$ cat src/rtl/keypad_pkg.sv
// Shared types and helpers for the matrix keypad scanner.
// State encoding, hex legend lookup and column bit counting.
package keypad_pkg;

  typedef enum logic [1:0] {
    SCAN,
    DEBOUNCE,
    HELD,
    RELEASE
  } state_t;

  function automatic logic [3:0] hex_map(
    input logic [1:0] row_idx,
    input logic [1:0] col_idx
  );
    case ({row_idx, col_idx})
      4'h0: return 4'h1;
      4'h1: return 4'h2;
      4'h2: return 4'h3;
      4'h3: return 4'hA;
      4'h4: return 4'h4;
      4'h5: return 4'h5;
      4'h6: return 4'h6;
      4'h7: return 4'hB;
      4'h8: return 4'h7;
      4'h9: return 4'h8;
      4'hA: return 4'h9;
      4'hB: return 4'hC;
      4'hC: return 4'hE;
      4'hD: return 4'h0;
      4'hE: return 4'hF;
      4'hF: return 4'hD;
      default: return 4'h0;
    endcase
  endfunction

  function automatic int unsigned onehot_count(
    input logic [31:0] v
  );
    int unsigned n;
    n = 0;
    for (int i = 0; i < 32; i++) begin
      if (v[i]) n++;
    end
    return n;
  endfunction

endpackage

$ cat src/rtl/keypad_scanner_sync2.sv
// Two-flop synchroniser for asynchronous inputs.
// Ports: clk, reset_n (async active-low), d (raw), q (synchronised).
module sync2 #(
  parameter int W = 1
) (
  input  logic         clk,
  input  logic         reset_n,
  input  logic [W-1:0] d,
  output logic [W-1:0] q
);

  logic [W-1:0] meta;

  always_ff @(posedge clk or negedge reset_n) begin
    if (!reset_n) begin
      meta <= '0;
      q    <= '0;
    end else begin
      meta <= d;
      q    <= meta;
    end
  end

endmodule

$ cat src/rtl/keypad_scanner.sv
// Matrix keypad scanner: row strobe, column sync, debounce, decode.
// Ports: clk, reset_n, col_in -> row_drive, key_code, key_valid/held/released.
module keypad_scanner
  import keypad_pkg::*;
#(
  parameter int NROWS           = 4,
  parameter int NCOLS           = 4,
  parameter int SCAN_CYCLES     = 1000,
  parameter int DEBOUNCE_CYCLES = 20000,
  parameter int HEX_MAP         = 1,
  parameter int CODE_W          = $clog2(NROWS * NCOLS)
) (
  input  logic              clk,
  input  logic              reset_n,
  input  logic [NCOLS-1:0]  col_in,
  output logic [NROWS-1:0]  row_drive,
  output logic [CODE_W-1:0] key_code,
  output logic              key_valid,
  output logic              key_held,
  output logic              key_released
);

  localparam int RW   = $clog2(NROWS);
  localparam int CIW  = $clog2(NCOLS);
  localparam int MAXC = (SCAN_CYCLES > DEBOUNCE_CYCLES) ?
                        SCAN_CYCLES : DEBOUNCE_CYCLES;
  localparam int CNTW = $clog2(MAXC);

  localparam logic [CNTW-1:0] SCAN_LAST = CNTW'(SCAN_CYCLES - 1);
  localparam logic [CNTW-1:0] DEB_LAST  = CNTW'(DEBOUNCE_CYCLES - 1);
  localparam logic [RW-1:0]   ROW_LAST  = RW'(NROWS - 1);

  if (HEX_MAP == 1 && (NROWS != 4 || NCOLS != 4)) begin : g_map_chk
    $error("keypad_scanner: HEX_MAP=1 needs NROWS=NCOLS=4");
  end
  if (NCOLS > 32) begin : g_col_chk
    $error("keypad_scanner: NCOLS must be <= 32");
  end

  logic [NCOLS-1:0] col_s;

  state_t            state_q, state_d;
  logic [CNTW-1:0]   cnt_q, cnt_d;
  logic [RW-1:0]     row_q, row_d;
  logic [NCOLS-1:0]  hot_q, hot_d;
  logic [CODE_W-1:0] code_q, code_d;
  logic              valid_q, valid_d;
  logic              held_q, held_d;
  logic              rel_q, rel_d;

  logic [RW-1:0]     row_nxt;
  logic [CNTW-1:0]   cnt_inc;
  logic [CIW-1:0]    col_idx;
  logic [CODE_W-1:0] code_new;
  logic              hot_bit;

  sync2 #(
    .W (NCOLS)
  ) u_sync (
    .clk     (clk),
    .reset_n (reset_n),
    .d       (col_in),
    .q       (col_s)
  );

  always_comb begin
    row_nxt = (row_q == ROW_LAST) ? '0 : row_q + 1'b1;
    cnt_inc = (&cnt_q) ? cnt_q : cnt_q + 1'b1;
    hot_bit = |(col_s & hot_q);
    col_idx = '0;
    for (int j = 0; j < NCOLS; j++) begin
      if (hot_q[j]) col_idx = CIW'(j);
    end
    if (HEX_MAP == 1)
      code_new = CODE_W'(hex_map(2'(row_q), 2'(col_idx)));
    else
      code_new = CODE_W'(int'(row_q) * NCOLS + int'(col_idx));
    row_drive = '0;
    for (int i = 0; i < NROWS; i++) begin
      row_drive[NROWS-1-i] = (row_q == RW'(i));
    end
  end

  always_comb begin
    state_d = state_q;
    cnt_d   = cnt_inc;
    row_d   = row_q;
    hot_d   = hot_q;
    code_d  = code_q;
    valid_d = 1'b0;
    held_d  = held_q;
    rel_d   = 1'b0;
    unique case (state_q)
      SCAN: begin
        if (cnt_q == SCAN_LAST) begin
          cnt_d = '0;
          // ghost / multi-key patterns are skipped like an idle row
          if (onehot_count(32'(col_s)) == 1) begin
            hot_d   = col_s;
            state_d = DEBOUNCE;
          end else begin
            row_d = row_nxt;
          end
        end
      end
      DEBOUNCE: begin
        if (col_s != hot_q) begin
          state_d = SCAN;
          row_d   = row_nxt;
          cnt_d   = '0;
        end else if (cnt_q == DEB_LAST) begin
          state_d = HELD;
          code_d  = code_new;
          valid_d = 1'b1;
          held_d  = 1'b1;
          cnt_d   = '0;
        end
      end
      HELD: begin
        cnt_d = '0;
        if (!hot_bit) state_d = RELEASE;
      end
      RELEASE: begin
        if (hot_bit) begin
          state_d = HELD;
          cnt_d   = '0;
        end else if (cnt_q == DEB_LAST) begin
          state_d = SCAN;
          row_d   = row_nxt;
          rel_d   = 1'b1;
          held_d  = 1'b0;
          cnt_d   = '0;
        end
      end
      default: begin
        state_d = SCAN;
        cnt_d   = '0;
      end
    endcase
  end

  always_ff @(posedge clk or negedge reset_n) begin
    if (!reset_n) begin
      state_q <= SCAN;
      cnt_q   <= '0;
      row_q   <= '0;
      hot_q   <= '0;
      code_q  <= '0;
      valid_q <= 1'b0;
      held_q  <= 1'b0;
      rel_q   <= 1'b0;
    end else begin
      state_q <= state_d;
      cnt_q   <= cnt_d;
      row_q   <= row_d;
      hot_q   <= hot_d;
      code_q  <= code_d;
      valid_q <= valid_d;
      held_q  <= held_d;
      rel_q   <= rel_d;
    end
  end

  assign key_code     = code_q;
  assign key_valid    = valid_q;
  assign key_held     = held_q;
  assign key_released = rel_q;

endmodule

$ cat config.mk
export PLATFORM = sky130hd
export DESIGN_NAME = keypad_scanner
export DESIGN_NICKNAME = d
export VERILOG_FILES = /design/src/rtl/keypad_pkg.sv /design/src/rtl/keypad_scanner_sync2.sv /design/src/rtl/keypad_scanner.sv
export SDC_FILE = /design/constraint.sdc
export NUM_CORES = 1
export LEC_CHECK = 0
export CORE_ASPECT_RATIO = 0.75
export CORE_UTILIZATION = 55
export CTS_BUF_LIST = sky130_fd_sc_hd__clkbuf_2 sky130_fd_sc_hd__clkbuf_4 sky130_fd_sc_hd__clkbuf_8
export DETAILED_ROUTE_END_ITERATION = 12
export GPL_ROUTABILITY_DRIVEN = 0
export PLACE_DENSITY = 0.76
export SLEW_MARGIN = 10
export SYNTH_ARGS = -nofsm -noshare
export SYNTH_HDL_FRONTEND = slang
export SYNTH_HIERARCHICAL = 1
export SYNTH_SLANG_ARGS = --single-unit
$ cat constraint.sdc
create_clock -name clk -period 7.47 [get_ports clk]
set_input_delay 1.494 -clock clk [delete_from_list [all_inputs] [get_ports clk]]
set_output_delay 1.494 -clock clk [all_outputs]
set_load 0.05 [all_outputs]
# --- Word-level counts from Yosys, hierarchy flattened ---
# Memory sizes are Yosys's and may differ from the RTL's. A register that Yosys moved wholly into a read port is not among the register bits.
# Cells that the tools add are included.
classes:
  eq_ne: 21
  reduce_logical: 12
  muxes: 46
  n_bitwise: 2
  add_sub_neg: 5
ops:
  columns: ["operator", "count"]
  rows:
  - ["32-bit 2-to-1 mux", 11]
  - ["32-bit by 1-bit adder with 32-bit output (second input constant)", 3]
  - ["15-bit 2-to-1 mux", 5]
  - ["15-bit one-hot mux with 4 select lines", 1]
  - ["32-bit by 1-bit == test with 1-bit output (second input constant)", 1]
  - ["2-bit 2-to-1 mux", 15]
  - ["2-bit != test (second input constant)", 9]
  - ["15-bit by 1-bit adder with 15-bit output (second input constant)", 1]
  - ["15-bit by 10-bit == test with 1-bit output (second input constant)", 1]
  - ["15-bit == test (second input constant)", 1]
  - ["15-bit AND reduction", 1]
  - ["1-bit 2-to-1 mux", 11]
  - ["5-bit AND reduction", 2]
  - ["2-bit == test (second input constant)", 4]
  - ["2-bit one-hot mux with 4 select lines", 1]
  - ["3-bit != test (second input constant)", 2]
  - ["2-bit one-hot mux with 3 select lines", 1]
  - ["3-bit AND reduction", 2]
  - ["6-bit AND reduction", 1]
  - ["4-bit AND", 1]
  - ["2-bit by 1-bit == test with 1-bit output (second input constant)", 2]
  - ["2-bit logical NOT", 2]
  - ["4-bit != test", 1]
  - ["4-bit OR reduction", 1]
  - ["other kinds (6)", 6]
word_totals:
  word_cells: 96
  mem_bits_ro: 64
  memories: 1
  regBits: 34
  out_inout_bits: 11
memory_table:
  columns: ["memory", "depth", "width", "rd", "rd_clocked_by_memory_dff", "write_ports", "line_no", "rtl"]
  rows:
  - ["(no name shown)", 16, 4, 1, 1, 0, "keypad_pkg.sv:16", "case ({row_idx, col_idx})"]

# --- Logic depth before layout (Yosys ltp) ---
logic_depth:
  depth_word: 19
  mapped_depth: 10

# --- Hierarchy ---
# Netlist, hierarchy kept.
by_module_without_submodules:
  columns: ["module", "cells_per_inst", "instances", "area_each_um2", "seq_area_each_um2"]
  rows:
  - ["keypad_scanner", 197, 1, 1908.1, 750.7]
  - ["sync2", 8, 1, 200.2, 200.2]

# --- Worst setup path after synthesis ---
# No wires, ideal clock.
synth_timing:
  kind: "register -> output"
  startpoint: "reg row_q[1]"
  endpoint: "out row_drive[2]"
  n_path_buf: 1
  setup_slack_ns: 4.848
  t_arrival_ns: 1.128
  stages_incl_launch_ff: 4
  cell_sequence: "dfrtp_1 > clkbuf_1 > inv_1 > ha_1"
synth_between:
  elab_chain_len: 1
synth_rtl:
  columns: ["element", "line_no", "rtl"]
  rows:
  - ["from (decl)", "keypad_scanner.sv:44", "logic [RW-1:0] row_q, row_d;"]
  - ["from (signal assigned)", "keypad_scanner.sv:155", "row_q <= row_d;"]
  - ["2-bit by 1-bit == test with 1-bit output", "keypad_scanner.sv:80", "row_drive[NROWS-1-i] = (row_q == RW'(i));"]
  - ["to (decl)", "keypad_scanner.sv:16", "output logic [NROWS-1:0] row_drive,"]
# Every way passes these cells.

# --- Final worst setup path ---
# Same ends and word-level chain as after synthesis.

==> metrics.txt <==
status completed; Post-CTS Setup Inserts 0; # resized after CTS 0; Comb pwr share 4.2%; FF+latch count, synth 38; final setup slack of the worst path 4.09 ns; DR pass1 iterations 4; CTS Buf Count 5; Slew @ Worst Pin roughly 1.1 ns; RSZ-0062 raised after global routing no; Post-Synthesis Cell Area 2110 um2; clock share of power 42.5%; origin of the worst setup path row_q[1]; Crit. End Element output pin; num rows 19; hold_ws 0.354 ns; P&R area growth vs syn 13.8%; Worst R2R End state_q[1]; Hold Fails Final Rpt 0; count of cell types in the netlist 46; DRC Markers 0; CP Data Required Time 5.98 ns; Place WS 4.40 ns; Final min period 3.38 ns; commonest cells in the netlist dfrtp_1 (38), nor2_1 (27), ha_1 (17); grt ovf 0; switching power 0.0801 mW; Post-DP Area 2290 um2; Die Wd 73.5 um; sequential cell area fraction in the yosys report 45.1%; Tot GR Track Use 21.0%; Area contributors post-synth dfrtp_1 (45%), ha_1 (10%), nor2_1 (4.8%); Worst path slowest cell clkdlybuf4s50_1; hold path start u_sync/meta[0]; vias in the first global route 1484; setup TNS 0 ns; H-tree depth 2; fmax 0.296 GHz; Initial Util 57.6%; Slew headroom 23.3%; Finished Layout Cells 273; Root Driver clkbuf_8; dpl hpwl 2830 um; Post-synth EDFFs 0; chip height 55.6 um; Worst-Skew Late Latency 0.29 ns; hold path cells 0; Synth area leader dfrtp_1; CP Class register to output pin; FF-to-FF path depth 4; worst path bufs/invs 2; syn_nets 228; hold bufs inserted after CTS 0; Design Power about 0.39 mW; Clock transition at path regs 0.08 ns; routed len/inst around 14 um; ant diodes 0; Setup-failing EPs final 0; Initial DRC Count 61; placed cells 265; CTS tree yes; synthesized area per cell between 10 and 15 um2; CP Max Fanout 9; via/cell ratio 5.69; final worst-path cycle share 45.2%; Cells after Synth 205; DRT Wirelength around 3700 um; Slew Limit Fails 0; Port Buffer Count 16; Async S/R FF share, synth 100%; max-cap check violation count 0; most common cell in the synthesized netlist dfrtp_1; crit path cell chain inv_1 -> ha_1 -> clkdlybuf4s50_1; Int Power 0.313 mW; Setup crit start kind register; layout cells sized above 1 9.05%; initial antenna violation count 0; family with the most delay on the worst path buffers and inverters; first-pass GRT wire length 6490 um; maximum number of pins on one net before global-route repair 39; IO Count 17; post-route ant nets 0; Hold EP u_sync/q[0]; CP arrival 1.89 ns; Power Dens Cells about 160 nW/um2; clock buffer depth 2; DIE AREA 4090 um2; static leakage 1.11 nW; Flop pwr share 53.4%; path category of the worst min-delay check register to register; cell area after layout between 2000 and 2500 um2; Clock Sinks 38; core area 3660 um2; top-area cell type share of the netlist area a little under half; final core utilization 65.5%; clk_skew 0.0105 ns; ys flop type dfrtp_1; R2R setup slack 4.74 ns; Sw Ratio 20.4%; Syn. warnings 6; Reg-to-Reg Start cnt_q[11]; Final nets around 240; max incr delay on CP 0.79 ns; Vias 1553; VDD IR max 0.149 mV
cell families (layout without fill, tap and decap cells):
logic type	count (synthesis)	count (layout)	synth area share [%]
compound gates	33	33	10.1
xor+xnor	11	11	4.57
fa+ha+maj	17	17	10.1
buf+inv	19	35	3.80
flops	38	38	45.1
mux	12	12	7.36
simple gates	75	75	18.9
state kept, by name, summed over array words and instances, names as in the netlist:
| signal | count |
|---|---|
| cnt_q | 15 |
| hot_q | 4 |
| key_code | 4 |
| u_sync/meta | 4 |
| u_sync/q | 4 |
| row_q | 2 |
| state_q | 2 |
| key_held | 1 |
| key_released | 1 |
| key_valid | 1 |
layout by cell type, fill, tap and decap left out, drive strengths merged, types with 2 or more instances in the layout:
master	instances
inv	11
nor3	7
nor4	2
mux2i	5
ha	17
o211ai	3
xor2	7
clkinv	2
nand4	2
clkdlybuf4s50	15
a31oi	2
xnor2	4
and3	8
nand2	6
o21ai	7
a21boi	2
dfrtp	38
mux2	6
clkbuf	5
a21oi	9
nor2	27
nand3	8
or4	4
or4b	2
o2111ai	2
a211oi	2
worst max path at each step:
| stage | end | cells after the start |
|---|---|---|
| 2_1_floorplan | row_drive[2] | 3 |
| 3_3_place_gp | row_drive[3] | 3 |
| 3_5_place_dp | row_drive[2] | 3 |
| 4_1_cts | row_drive[2] | 3 |
| 5_1_grt | row_drive[2] | 3 |
| 6_report | row_drive[2] | 3 |
final cells by class:
| type | instances | area, um2 |
|---|---|---|
| inverters | 11 | 41.3 |
| well taps | 52 | 65.1 |
| clock buffers | 5 | 68.8 |
| clock inverters | 3 | 40.0 |
| repair buffers | 16 | 155 |
| multi-input cells | 148 | 1080 |
| flip-flops and latches | 38 | 951 |
| fillers | 312 | 1260 |
worst reg2reg max path, cell delays in order (launching register included):
cell,delay [ns]
dfrtp_1,0.43
or4b_1,0.54
or4_4,0.51
a21boi_1,0.92
a21oi_1,0.17
power groups by stage:
stage               Sequential [mW]  Clock [mW]  Combinational, mW
global route                  0.210       0.182             0.0186
global placement              0.214           0             0.0156
finish                        0.210       0.167             0.0163
CTS                           0.210       0.171             0.0168
floorplan                     0.213           0            0.00903
detailed placement            0.214           0             0.0166
routing by layer:
metal / GRT usage [%] / share of wire [%]
met1: 26.9 / 46
met2: 33.3 / 48
met3: 7.25 / 4.3
met4: 6.87 / 1.9
met5: 0 / 0
Note: power is estimated with default switching activity, not from simulation.
